<file path="src/rtl/pipe_stage_reg_pkg.sv">
`default_nettype none
// ============================================================================
// Module      : pipe_stage_reg_pkg
// Description : Shared definitions for the pipeline-stage register: control
//               state encoding, per-boundary payload widths and helpers.
// Revision    : 1.0 - initial release
// ============================================================================
package pipe_stage_reg_pkg;

  // The encoding doubles as the held-beat count (EMPTY=0, BUSY=1, FULL=2).
  typedef enum logic [1:0] {
    ST_EMPTY = 2'd0,
    ST_BUSY  = 2'd1,
    ST_FULL  = 2'd2
  } state_e;

  // Packed payload widths for each core stage boundary.
  localparam int unsigned ID_EX_W  = 129;
  localparam int unsigned EX_MEM_W = 104;
  localparam int unsigned MEM_WB_W = 71;

  // Field offsets inside the ID/EX payload (LSB positions).
  localparam int unsigned ID_EX_PC_LSB  = 0;
  localparam int unsigned ID_EX_RS1_LSB = 32;
  localparam int unsigned ID_EX_RS2_LSB = 64;
  localparam int unsigned ID_EX_IMM_LSB = 96;
  localparam int unsigned ID_EX_CTL_LSB = 128;

  // Occupancy reported for a given control state.
  function automatic logic [1:0] occ_of(input state_e st);
    return logic'(st == ST_BUSY) ? 2'd1 : ((st == ST_FULL) ? 2'd2 : 2'd0);
  endfunction

endpackage
`default_nettype wire

</file>
<file path="src/rtl/pipe_stage_reg_slot.sv">
`default_nettype none
// ============================================================================
// Module      : pipe_stage_reg_slot
// Description : DATA_W-wide payload register with async active-low reset,
//               synchronous clear and load enable. Holds value when idle.
// Revision    : 1.0 - initial release
// ============================================================================
module pipe_stage_reg_slot #(
  parameter int unsigned DATA_W = 129
) (
  input  logic              clk,
  input  logic              rst_n,
  input  logic              i_ld,
  input  logic              i_clr,
  input  logic [DATA_W-1:0] i_d,
  output logic [DATA_W-1:0] o_q
);

  logic [DATA_W-1:0] data_d;
  logic [DATA_W-1:0] data_q;

  // Next payload: clear wins over load, otherwise hold.
  always_comb begin
    data_d = data_q;
    if (i_clr) begin
      data_d = '0;
    end else if (i_ld) begin
      data_d = i_d;
    end
  end

  // Payload register.
  always_ff @(posedge clk or negedge rst_n) begin
    if (!rst_n) begin
      data_q <= '0;
    end else begin
      data_q <= data_d;
    end
  end

  assign o_q = data_q;

endmodule
`default_nettype wire

</file>
<file path="src/rtl/pipe_stage_reg.sv">
`default_nettype none
// ============================================================================
// Module      : pipe_stage_reg
// Description : Valid/ready pipeline stage register with flush and optional
//               2-entry skid buffer giving fully registered back-pressure.
// Revision    : 1.0 - initial release
// ============================================================================
module pipe_stage_reg #(
  parameter int unsigned DATA_W       = 129,
  parameter int unsigned SKID_EN      = 1,
  parameter int unsigned CLR_ON_FLUSH = 0
) (
  input  logic              clk,
  input  logic              rst_n,
  input  logic              i_vld,
  output logic              o_rdy,
  input  logic [DATA_W-1:0] i_data,
  input  logic              i_flush,
  output logic              o_vld,
  input  logic              i_rdy,
  output logic [DATA_W-1:0] o_data,
  output logic [1:0]        o_occ
);

  import pipe_stage_reg_pkg::*;

  localparam logic c_SKID = (SKID_EN != 0);
  localparam logic c_CLR  = (CLR_ON_FLUSH != 0);

  state_e            state_d;
  state_e            state_q;
  logic              w_in;
  logic              w_out;
  logic              w_main_ld;
  logic              w_main_from_skid;
  logic              w_skid_ld;
  logic              w_slot_clr;
  logic [DATA_W-1:0] w_main_in;
  logic [DATA_W-1:0] w_main_q;
  logic [DATA_W-1:0] w_skid_q;

  assign w_in  = i_vld & o_rdy;
  assign w_out = o_vld & i_rdy;

  // Next-state and slot control; flush overrides every transfer.
  always_comb begin
    state_d          = state_q;
    w_main_ld        = 1'b0;
    w_main_from_skid = 1'b0;
    w_skid_ld        = 1'b0;
    w_slot_clr       = 1'b0;
    if (i_flush) begin
      // Beats leaving this cycle were already taken; everything else drops.
      state_d    = ST_EMPTY;
      w_slot_clr = c_CLR;
    end else begin
      case (state_q)
        ST_EMPTY: begin
          if (w_in) begin
            w_main_ld = 1'b1;
            state_d   = ST_BUSY;
          end
        end
        ST_BUSY: begin
          if (w_in && w_out) begin
            w_main_ld = 1'b1;
          end else if (w_in) begin
            // Only reachable with the skid slot: without it o_rdy tracks i_rdy here.
            if (c_SKID) begin
              w_skid_ld = 1'b1;
              state_d   = ST_FULL;
            end
          end else if (w_out) begin
            state_d = ST_EMPTY;
          end
        end
        ST_FULL: begin
          if (w_out) begin
            w_main_ld        = 1'b1;
            w_main_from_skid = 1'b1;
            state_d          = ST_BUSY;
          end
        end
        default: begin
          state_d = ST_EMPTY;
        end
      endcase
    end
  end

  // Control state register.
  always_ff @(posedge clk or negedge rst_n) begin
    if (!rst_n) begin
      state_q <= ST_EMPTY;
    end else begin
      state_q <= state_d;
    end
  end

  assign w_main_in = w_main_from_skid ? w_skid_q : i_data;

  pipe_stage_reg_slot #(
    .DATA_W (DATA_W)
  ) u_main (
    .clk   (clk),
    .rst_n (rst_n),
    .i_ld  (w_main_ld),
    .i_clr (w_slot_clr),
    .i_d   (w_main_in),
    .o_q   (w_main_q)
  );

  generate
    if (SKID_EN != 0) begin : g_skid
      pipe_stage_reg_slot #(
        .DATA_W (DATA_W)
      ) u_skid (
        .clk   (clk),
        .rst_n (rst_n),
        .i_ld  (w_skid_ld),
        .i_clr (w_slot_clr),
        .i_d   (i_data),
        .o_q   (w_skid_q)
      );
      // Ready comes straight from the state flop.
      assign o_rdy = (state_q != ST_FULL);
    end else begin : g_no_skid
      assign w_skid_q = '0;
      // Single entry: accept when empty or when the held beat leaves now.
      assign o_rdy = (state_q == ST_EMPTY) | i_rdy;
    end
  endgenerate

  assign o_vld  = (state_q != ST_EMPTY);
  assign o_data = w_main_q;
  assign o_occ  = occ_of(state_q);

endmodule
`default_nettype wire

</file>
<file path="config.mk">
export PLATFORM = sky130hd
export DESIGN_NAME = pipe_stage_reg
export DESIGN_NICKNAME = d
export VERILOG_FILES = /design/src/rtl/pipe_stage_reg_pkg.sv /design/src/rtl/pipe_stage_reg_slot.sv /design/src/rtl/pipe_stage_reg.sv
export SDC_FILE = /design/constraint.sdc
export NUM_CORES = 1
export LEC_CHECK = 0
export CAP_MARGIN = 25
export CORE_ASPECT_RATIO = 1.1
export CORE_MARGIN = 3
export CORE_UTILIZATION = 50
export DETAILED_ROUTE_END_ITERATION = 6
export PLACE_DENSITY = 0.8
export SETUP_SLACK_MARGIN = 0.1
export SYNTH_ARGS = -nofsm -noshare
export SYNTH_HDL_FRONTEND = slang
export SYNTH_SLANG_ARGS = --single-unit
</file>
<file path="constraint.sdc">
create_clock -name clk -period 2.8 [get_ports clk]
set_clock_uncertainty 0.2 [all_clocks]
set_input_delay 0.56 -clock clk [delete_from_list [all_inputs] [get_ports clk]]
set_output_delay 0.56 -clock clk [all_outputs]
set_load 0.05 [all_outputs]
</file>
Word level (Yosys, flattened, before mapping)
Cells that the tools add are included.

Equality and inequality tests: 7. Multiplexer cells: 20. Reductions and logical operators: 4. Bitwise logic cells: 2.

Operator list (number): 2-to-1 mux 129 bit (1); 2-to-1 mux 2 bit (8); 2-to-1 mux 1 bit (9); inequality test 3 bit, second input constant (3); one-hot mux 2 bit (3 select lines) (1); inequality test 4 bit, second input constant (1); AND reduction 4 bit (1); one-hot mux 1 bit (3 select lines) (1); AND 1 bit (2); == test 2 x 1 -> 1 bit, second input constant (1); == test 2 bit, second input constant (1); logical NOT 2 bit (1); inequality test 2 bit, second input constant (1); nonzero test 2 bit (1); logical AND 1 bit (1).

Output and inout bits: 133. Flip-flop bits (word level): 260. Input bits: 134.

Logic depth before layout (Yosys ltp)
Gate-level depths: netlist of run 1.

Depth in word-level cells: 7. Mapped depth: 6. Depth with buffers taken out: 4.

Cells and area by module
A second synthesis of run 1 with hierarchy kept.

Cell total of the unflattened synthesis: 992. Area, all modules: 12439.4 um2.

By module, submodules not included: pipe_stage_reg_slot (cells each 416, times used 2, area an instance 5323.9 um2); pipe_stage_reg (cells each 160, times used 1, area an instance 1791.7 um2).

Worst setup path after synthesis of run 1
Ideal clock, no wire load.

Path type: flip-flop to flip-flop. Start: register state_q[0]. End: register u_main.data_q[100] (netlist: u_main.o_q[100]). Buffers on the path: 2. Arrival time: 1790 ps. Setup time: 125 ps. Cell stages (with the launch flop): 7. Slack: 685 ps. Cells stage by stage: dfrtp_1 > or2b_4 > nor2_4 > buf_6 > buf_6 > mux2_2 > mux2_2.

Word-level cells in the longest chain between the ends: 6. Elaborated cells between the ends (all ways): 16.

Ends and longest elaborated chain: start, declared (line pipe_stage_reg.sv:31) `state_e state_q;`; start signal, assigned (line pipe_stage_reg.sv:96) `state_q <= state_d;`; inequality test 2 bit * (line pipe_stage_reg.sv:126) `assign o_rdy = (state_q != ST_FULL);`; net o_rdy (line pipe_stage_reg.sv:16) `output logic o_rdy,`; AND 1 bit * (line pipe_stage_reg.sv:42) `assign w_in = i_vld & o_rdy;`; logical AND 1 bit (line pipe_stage_reg.sv:65) `if (w_in && w_out) begin`; 2-to-1 mux 1 bit (line pipe_stage_reg.sv:65); one-hot mux 1 bit (3 select lines) * (line pipe_stage_reg.sv:57) `case (state_q)`; 2-to-1 mux 1 bit * (line pipe_stage_reg.sv:52) `if (i_flush) begin`; end signal, assigned (line pipe_stage_reg_slot.sv:37) `data_q <= data_d;`; end, declared (line pipe_stage_reg_slot.sv:20) `logic [DATA_W-1:0] data_q;`.

The timed path passes the listed nets; every way through them passes the cells marked *. A chain may end at the register's enable or synchronous reset.

Final worst setup path of run 1
Start: register state_q[0]. End: output port o_occ[1].

Word-level cells in the longest chain between the ends: 3. Elaborated cells between the ends (all ways): 4.

Ends and longest elaborated chain: == test 2 bit (line pipe_stage_reg_pkg.sv:31) `return logic'(st == ST_BUSY) ? 2'd1 : ((st == ST_FULL) ? 2'd2 : 2'd0);`; 2-to-1 mux 2 bit (line pipe_stage_reg_pkg.sv:31); 2-to-1 mux 2 bit * (line pipe_stage_reg_pkg.sv:31); end, declared (line pipe_stage_reg.sv:22) `output logic [1:0] o_occ`.

Mark *: on every way between the ends. The rest lies on a longest branch, timed or not.

==> flow_summary.json, run 1 <==
{
  "finalWorstPathRequiredPeriod_ns": 2.64,
  "yosys.cell_count.top_type": "mux2_2",
  "cts.root.buffer_cell": "clkbuf_16",
  "route.antenna.remaining_nets": 0,
  "count_of_maximum_capacitance_violations": 0,
  "route.detailed.wl_per_inst_um": 18.9,
  "num_antenna_cells": 0,
  "vias_per_cell": 5.20,
  "die_area_sq_um": 24600,
  "ys_ff_latch": 260,
  "crit_family": "buffers and inverters",
  "critical_path_required_ns": 2.04,
  "mappedNetlistNets": 842,
  "setup_viol_count_final": 0,
  "worst_ep_arrival_time_ns": 1.88,
  "cts.path.max_buffers": 3,
  "placement_setup_slack_ns": -0.00382,
  "gpl.final_weighted_congestion": 0.764,
  "timing.critical_path.from_type": "flip-flop",
  "synth.avg_cell_area_sq_um": 16.0,
  "core_box_area_sq_um": 22200,
  "dieWidth_um": 150,
  "power_density_relative_to_cell_area_nw_per_um2": 813,
  "multiInputGateArea_sq_um": 4500,
  "design.final.nets": 1133,
  "drv_slew": 0,
  "ys_dominant_reg_cell": "dfrtp_1",
  "mappedNetlistArea_sq_um": 11400,
  "initial_utilization_pct": 51.2,
  "setup.worst_path.class": "flip-flop to output pin",
  "cpMaxStageDelayCell": "dlygate4sd2_1",
  "grt_first_pass_wirelength_mm": 38.7,
  "synthTopCellsByCount": "387 x mux2_2, 260 x dfrtp_1, 26 x buf_6",
  "yosys-top-cells-area": "dfrtp_1 57%, mux2_2 38%, buf_6 2.6%",
  "slew-limit-headroom_pct": 60.1,
  "drt-total-wl_mm": 24.8,
  "postCtsSetupBuffers": 0,
  "fmax_mhz": 378,
  "clock_latency_ns": 0.52,
  "crit_buf_inv": 2,
  "grt-ovfl-total": 0,
  "synth_sequential_area_ratio_pct": 57.3,
  "area.sequential_sq_um": 6510,
  "drc_errors": 0,
  "result_of_the_run": "complete, no violations",
  "antenna_found_initial": 0,
  "fillCellCount": 1522,
  "critical_path_sink_type": "output pin",
  "layout_worst_path_cycle_share_pct": 94.4,
  "syn_inst": 708,
  "yosysWarnings": 0,
  "worst_slack_ns": 0.155,
  "synth_enable_flop_cells": 0,
  "detail_route.iter0.violations": 197,
  "cts.reportedPaths.clkPinSlew_ns": 0.06,
  "die_y_um": 164,
  "place_hpwl_mm": 16.7,
  "synthArstFlopShare_pct": 100,
  "routed_via_count": 6822,
  "cts_made_buffers": 28,
  "path_cells": "or2b_4 > inv_1 > dlygate4sd2_1",
  "grt_setup_unrepaired": "false",
  "grt_start_max_net_pins": 71,
  "fraction_of_layout_cells_with_a_size_suffix_above_1_pct": 46.3,
  "cts_tree": "done",
  "netlist.area_leader.share_pct": 57.3,
  "io_pins": 267,
  "hold_path_class": "flip-flop to flip-flop",
  "slowest_delay_ns": 0.52,
  "critical_path.max_fanout": 6,
  "core.rowCount": 57,
  "timing.final.hold_violations": 0,
  "clkSinkCount": 260,
  "area.growth.synth_to_final_pct": 36.2,
  "synth_area_leader_cell": "dfrtp_1",
  "leakagePower_nw": 6.54,
  "post_synth_num_cell_types": 19,
  "fin_total_pwr_mw": 12.6,
  "grt_use_total_pct": 19.5,
  "htree_num_levels": 1,
  "ir_worst_vdd_v": 0.000529,
  "first_global_vias": 7261,
  "pre_repair_dr_iteration_count": 4,
  "max_slew.worst_pin.slew_ns": 0.596,
  "io_buffer_count": 266
}
-- per-stage QoR --
step	cells	hold slack, ns	TNS (ns)	utilization (%)	cell area [sq um]
after floorplan	708	0.0644	0	-	11400
after global placement	1263	0.281	0	65.6	14600
after detailed placement	1263	0.287	-0.00670	65.6	14600
after CTS	1312	0.301	0	69.7	15500
after global routing	1312	0.309	0	69.7	15500
final	1312	0.299	0	69.7	15500
-- placed cells by master (no fill, tap or decap) --
| cell type | count |
|---|---|
| nand2b_1 | 2 |
| nor2b_1 | 2 |
| buf_8 | 1 |
| nor2_1 | 4 |
| dfrtp_1 | 260 |
| inv_1 | 1 |
| a21oi_4 | 1 |
| or2_2 | 1 |
| clkbuf_16 | 29 |
| clkbuf_1 | 7 |
| nand2_1 | 1 |
| clkbuf_8 | 5 |
| clkdlybuf4s50_1 | 261 |
| nor2_4 | 1 |
| mux2i_1 | 1 |
| a2bb2oi_1 | 1 |
| dlygate4sd2_1 | 4 |
| dlygate4sd3_1 | 1 |
| a21oi_2 | 1 |
| buf_12 | 19 |
| or2b_4 | 1 |
| o31ai_1 | 1 |
| nand3_4 | 1 |
| bufinv_16 | 2 |
| mux2_2 | 387 |
| buf_4 | 17 |
| clkinv_2 | 5 |
-- kinds of logic (layout without fill, tap and decap cells) --
group | count (synthesis) | in the layout | synth area share, %
flip-flops | 260 | 260 | 57.3
buffers and inverters | 43 | 352 | 3.27
multiplexers | 388 | 388 | 38.5
AO/OA/AOI/OAI | 4 | 4 | 0.298
AND/OR/NAND/NOR | 13 | 13 | 0.683
-- layout make-up --
class	instances	share of cell area, %
Timing Repair Buffer	303	20.6
Inverter	1	0.0243
Clock buffer	41	5.31
Multi-Input combinational cell	405	29.1
Tap cell	295	2.39
Clock inverter	7	0.550
Sequential cell	260	42.1
-- repair_timing --
action,in CTS,in global routing
endpoints found under the hold margin,58,0
hold buffers,1,0
resized for setup,4,0
setup endpoints to repair,4,0
-- flip-flops by register name, summed over array words and instances, names as in the netlist --
name and count:
g_skid.u_skid.o_q 129, u_main.o_q 129, state_q 2
-- layer usage --
layer | vias to the layer above | GRT usage (%) | share of wire (%)
met5 | - | 0 | 0
met4 | 0 | 3.20 | 0.85
met3 | 20 | 5.96 | 8.4
met2 | 203 | 31.6 | 47
met1 | 3477 | 26.8 | 44
li1 | 3122 | - | -
-- worst paths after layout --
| kind | start | end | slack, ns | cells past startpoint |
|---|---|---|---|---|
| max | state_q[0] | o_occ[1] | 0.16 | 3 |
| min | g_skid.u_skid.o_q[4] | g_skid.u_skid.o_q[4] | 0.30 | 1 |
| max reg2reg | state_q[0] | u_main.o_q[126] | 0.50 | 6 |
| min reg2reg | g_skid.u_skid.o_q[4] | g_skid.u_skid.o_q[4] | 0.30 | 1 |
| max in group asynchronous | rst_n | g_skid.u_skid.o_q[54] | 1.22 | 3 |
| min in group asynchronous | rst_n | u_main.o_q[65] | 0.38 | 2 |
-- power breakdown --
group          switching (mW)  leakage [nW]  internal [mW]
logic                    2.13          2.97           1.68
registers               0.456          3.12           4.69
clock network            1.43         0.449           2.19
total                    4.01          6.54           8.57
(Power assumes the default switching activity.)
==> run 2: changes to the inputs <==
--- a/config.mk
+++ b/config.mk
@@ -5,12 +5,13 @@
 export SDC_FILE = /design/constraint.sdc
 export NUM_CORES = 1
 export LEC_CHECK = 0
-export CAP_MARGIN = 25
+export CAP_MARGIN = 20
 export CORE_ASPECT_RATIO = 1.1
 export CORE_MARGIN = 3
 export CORE_UTILIZATION = 50
 export DETAILED_ROUTE_END_ITERATION = 6
 export PLACE_DENSITY = 0.8
+export REMOVE_ABC_BUFFERS = 1
 export SETUP_SLACK_MARGIN = 0.1
 export SYNTH_ARGS = -nofsm -noshare
 export SYNTH_HDL_FRONTEND = slang
==> flow_summary.json, run 2 (synthesis results as in run 1) <==
{
  "io_buffer_count": 266,
  "netSwitchingPower_mw": 4.04,
  "grt_setup_unrepaired": "false",
  "drc_errors": 0,
  "hold_path_startpoint": "g_skid.u_skid.o_q[112]",
  "cts.path.max_buffers": 3,
  "fmax_mhz": 384,
  "io_pins": 267,
  "slowest_delay_ns": 0.48,
  "cts_tree": "done",
  "core.rowCount": 57,
  "finalWorstPathRequiredPeriod_ns": 2.61,
  "ir_worst_vdd_v": 0.000654,
  "worst_ep_arrival_time_ns": 1.85,
  "clkSinkCount": 260,
  "mostFrequentLayoutCell": "mux2_2",
  "cts.root.buffer_cell": "clkbuf_16",
  "vias_per_cell": 5.17,
  "critical_path_required_ns": 2.04,
  "pwr-share-clk_pct": 30.0,
  "p_int_mw": 8.71,
  "design.final.nets": 1123,
  "crit_family": "buffers and inverters",
  "regToRegStartpoint": "state_q[0]",
  "critical_path_sink_type": "output pin",
  "hold_path_class": "flip-flop to flip-flop",
  "count_of_maximum_capacitance_violations": 0,
  "crit_buf_inv": 2,
  "layout_worst_path_cycle_share_pct": 93.1,
  "initial_utilization_pct": 51.2,
  "placed_instances": 1253,
  "cpMaxStageDelayCell": "clkdlybuf4s15_1",
  "grt_start_max_net_pins": 67,
  "layout.cells.most_common_list": "387 x mux2_2, 261 x clkdlybuf4s50_1, 260 x dfrtp_1",
  "gpl.final_weighted_congestion": 0.776,
  "power.combinational.fraction_pct": 29.7,
  "slew-limit-headroom_pct": 60.2,
  "leakagePower_nw": 6.52,
  "place_hpwl_mm": 16.2,
  "pre_repair_dr_iteration_count": 6,
  "setup_viol_count_final": 0,
  "core_box_area_sq_um": 22200,
  "routed_via_count": 6756,
  "drt-total-wl_mm": 24.3,
  "cts_made_buffers": 28,
  "setup_total_neg_slack_ns": 0,
  "route.detailed.wl_per_inst_um": 18.6,
  "fraction_of_layout_cells_with_a_size_suffix_above_1_pct": 46.6,
  "final-instance-count-excl-fill": 1307,
  "htree_num_levels": 1,
  "area.growth.synth_to_final_pct": 36.0,
  "setup.worst_path.class": "flip-flop to output pin",
  "timing.critical_path.from_type": "flip-flop",
  "first_global_vias": 7221,
  "antenna_found_initial": 1,
  "path_cells": "or2b_4 > inv_1 > clkdlybuf4s15_1",
  "grt_use_total_pct": 19.3,
  "power.switching_fraction_pct": 31.7,
  "result_of_the_run": "complete, no violations",
  "critical_path.max_fanout": 6,
  "timing.final.hold_violations": 0,
  "grt_first_pass_wirelength_mm": 38.4,
  "grt-ovfl-total": 0,
  "clock_latency_ns": 0.52,
  "drv_slew": 0,
  "dieWidth_um": 150,
  "die_area_sq_um": 24600,
  "setup.worst_path.start": "state_q[0]",
  "route.antenna.remaining_nets": 0,
  "power.share.sequential_pct": 40.3,
  "die_y_um": 164,
  "cts.reportedPaths.clkPinSlew_ns": 0.06,
  "power_density_relative_to_cell_area_nw_per_um2": 825,
  "detail_route.iter0.violations": 142,
  "worst_slack_ns": 0.193,
  "placement_setup_slack_ns": 0.134,
  "max_slew.worst_pin.slew_ns": 0.595
}
run 2: cell types whose count changed in the layout (fill, tap and decap cells not counted), sizes merged:
| cell | delta |
|---|---|
| diode | +1 |
| clkinv | +6 |
| dlygate4sd2 | -1 |
| bufinv | +1 |
| buf | -10 |
| clkbuf | -3 |
| clkdlybuf4s15 | +1 |
run 2: power groups by stage:
| stage | Combinational (mW) | Clock, mW | Sequential, mW |
|---|---|---|---|
| floorplan | 1.09 | 0 | 6.49 |
| global placement | 3.75 | 0 | 5.14 |
| detailed placement | 3.81 | 0 | 5.19 |
| CTS | 3.83 | 3.94 | 5.14 |
| global route | 3.97 | 4.10 | 5.24 |
| finish | 3.79 | 3.83 | 5.13 |
run 2: layout make-up:
type                       count  area [sq um]
clock inverter                14           149
antenna                        1          2.50
clock buffer                  38           840
multi-input combinational    405          4500
sequential                   260          6510
fill                        1548          6730
tap                          295           369
timing repair buffer         293          3080
inverter                       1          3.75
run 2: worst reg2reg max path, stage by stage (launching register included):
cell,delay (ns)
dfrtp_1,0.47
or2b_4,0.33
nor2_4,0.17
buf_12,0.20
buf_12,0.19
mux2_2,0.36
mux2_2,0.26
run 2: what timing repair did:
action	CTS	global route
endpoints found under the setup margin	4	1
setup buffers	0	0
endpoints found under the hold margin	60	0
hold buffers	1	0
resized for setup	4	1
run 2: path summary, 6_finish.rpt:
kind,to,slack (ns),cells past startpoint
setup reg to reg,u_main.o_q[80],0.52,6
hold / removal,g_skid.u_skid.o_q[112],0.30,1
hold reg to reg,g_skid.u_skid.o_q[112],0.30,1
min in group asynchronous,u_main.o_q[94],0.41,2
max in group asynchronous,g_skid.u_skid.o_q[11],1.31,3
setup / recovery,o_occ[1],0.19,3
run 2: metrics by stage:
stage | hold WS, ns | area (sq um) | total power [mW] | utilization, %
6_report | 0.298 | 15500 | 12.8 | 69.7
5_1_grt | 0.310 | 15500 | 13.3 | 69.7
4_1_cts | 0.301 | 15400 | 12.9 | 69.6
3_5_place_dp | 0.287 | 14500 | 9.01 | 65.2
3_3_place_gp | 0.281 | 14500 | 8.89 | 65.2
2_1_floorplan | 0.0644 | 11000 | 7.58 | -
run 2: per-layer routing:
metal | wire, um | GRT usage, % | part of all wire [%] | vias up
met5 | 0 | 0 | 0 | -
met2 | 12300 | 33.3 | 51 | 177
met4 | 603 | 5.32 | 2.5 | 0
met3 | 1620 | 4.99 | 6.7 | 37
met1 | 9810 | 24.4 | 40 | 3417
li1 | - | - | - | 3125
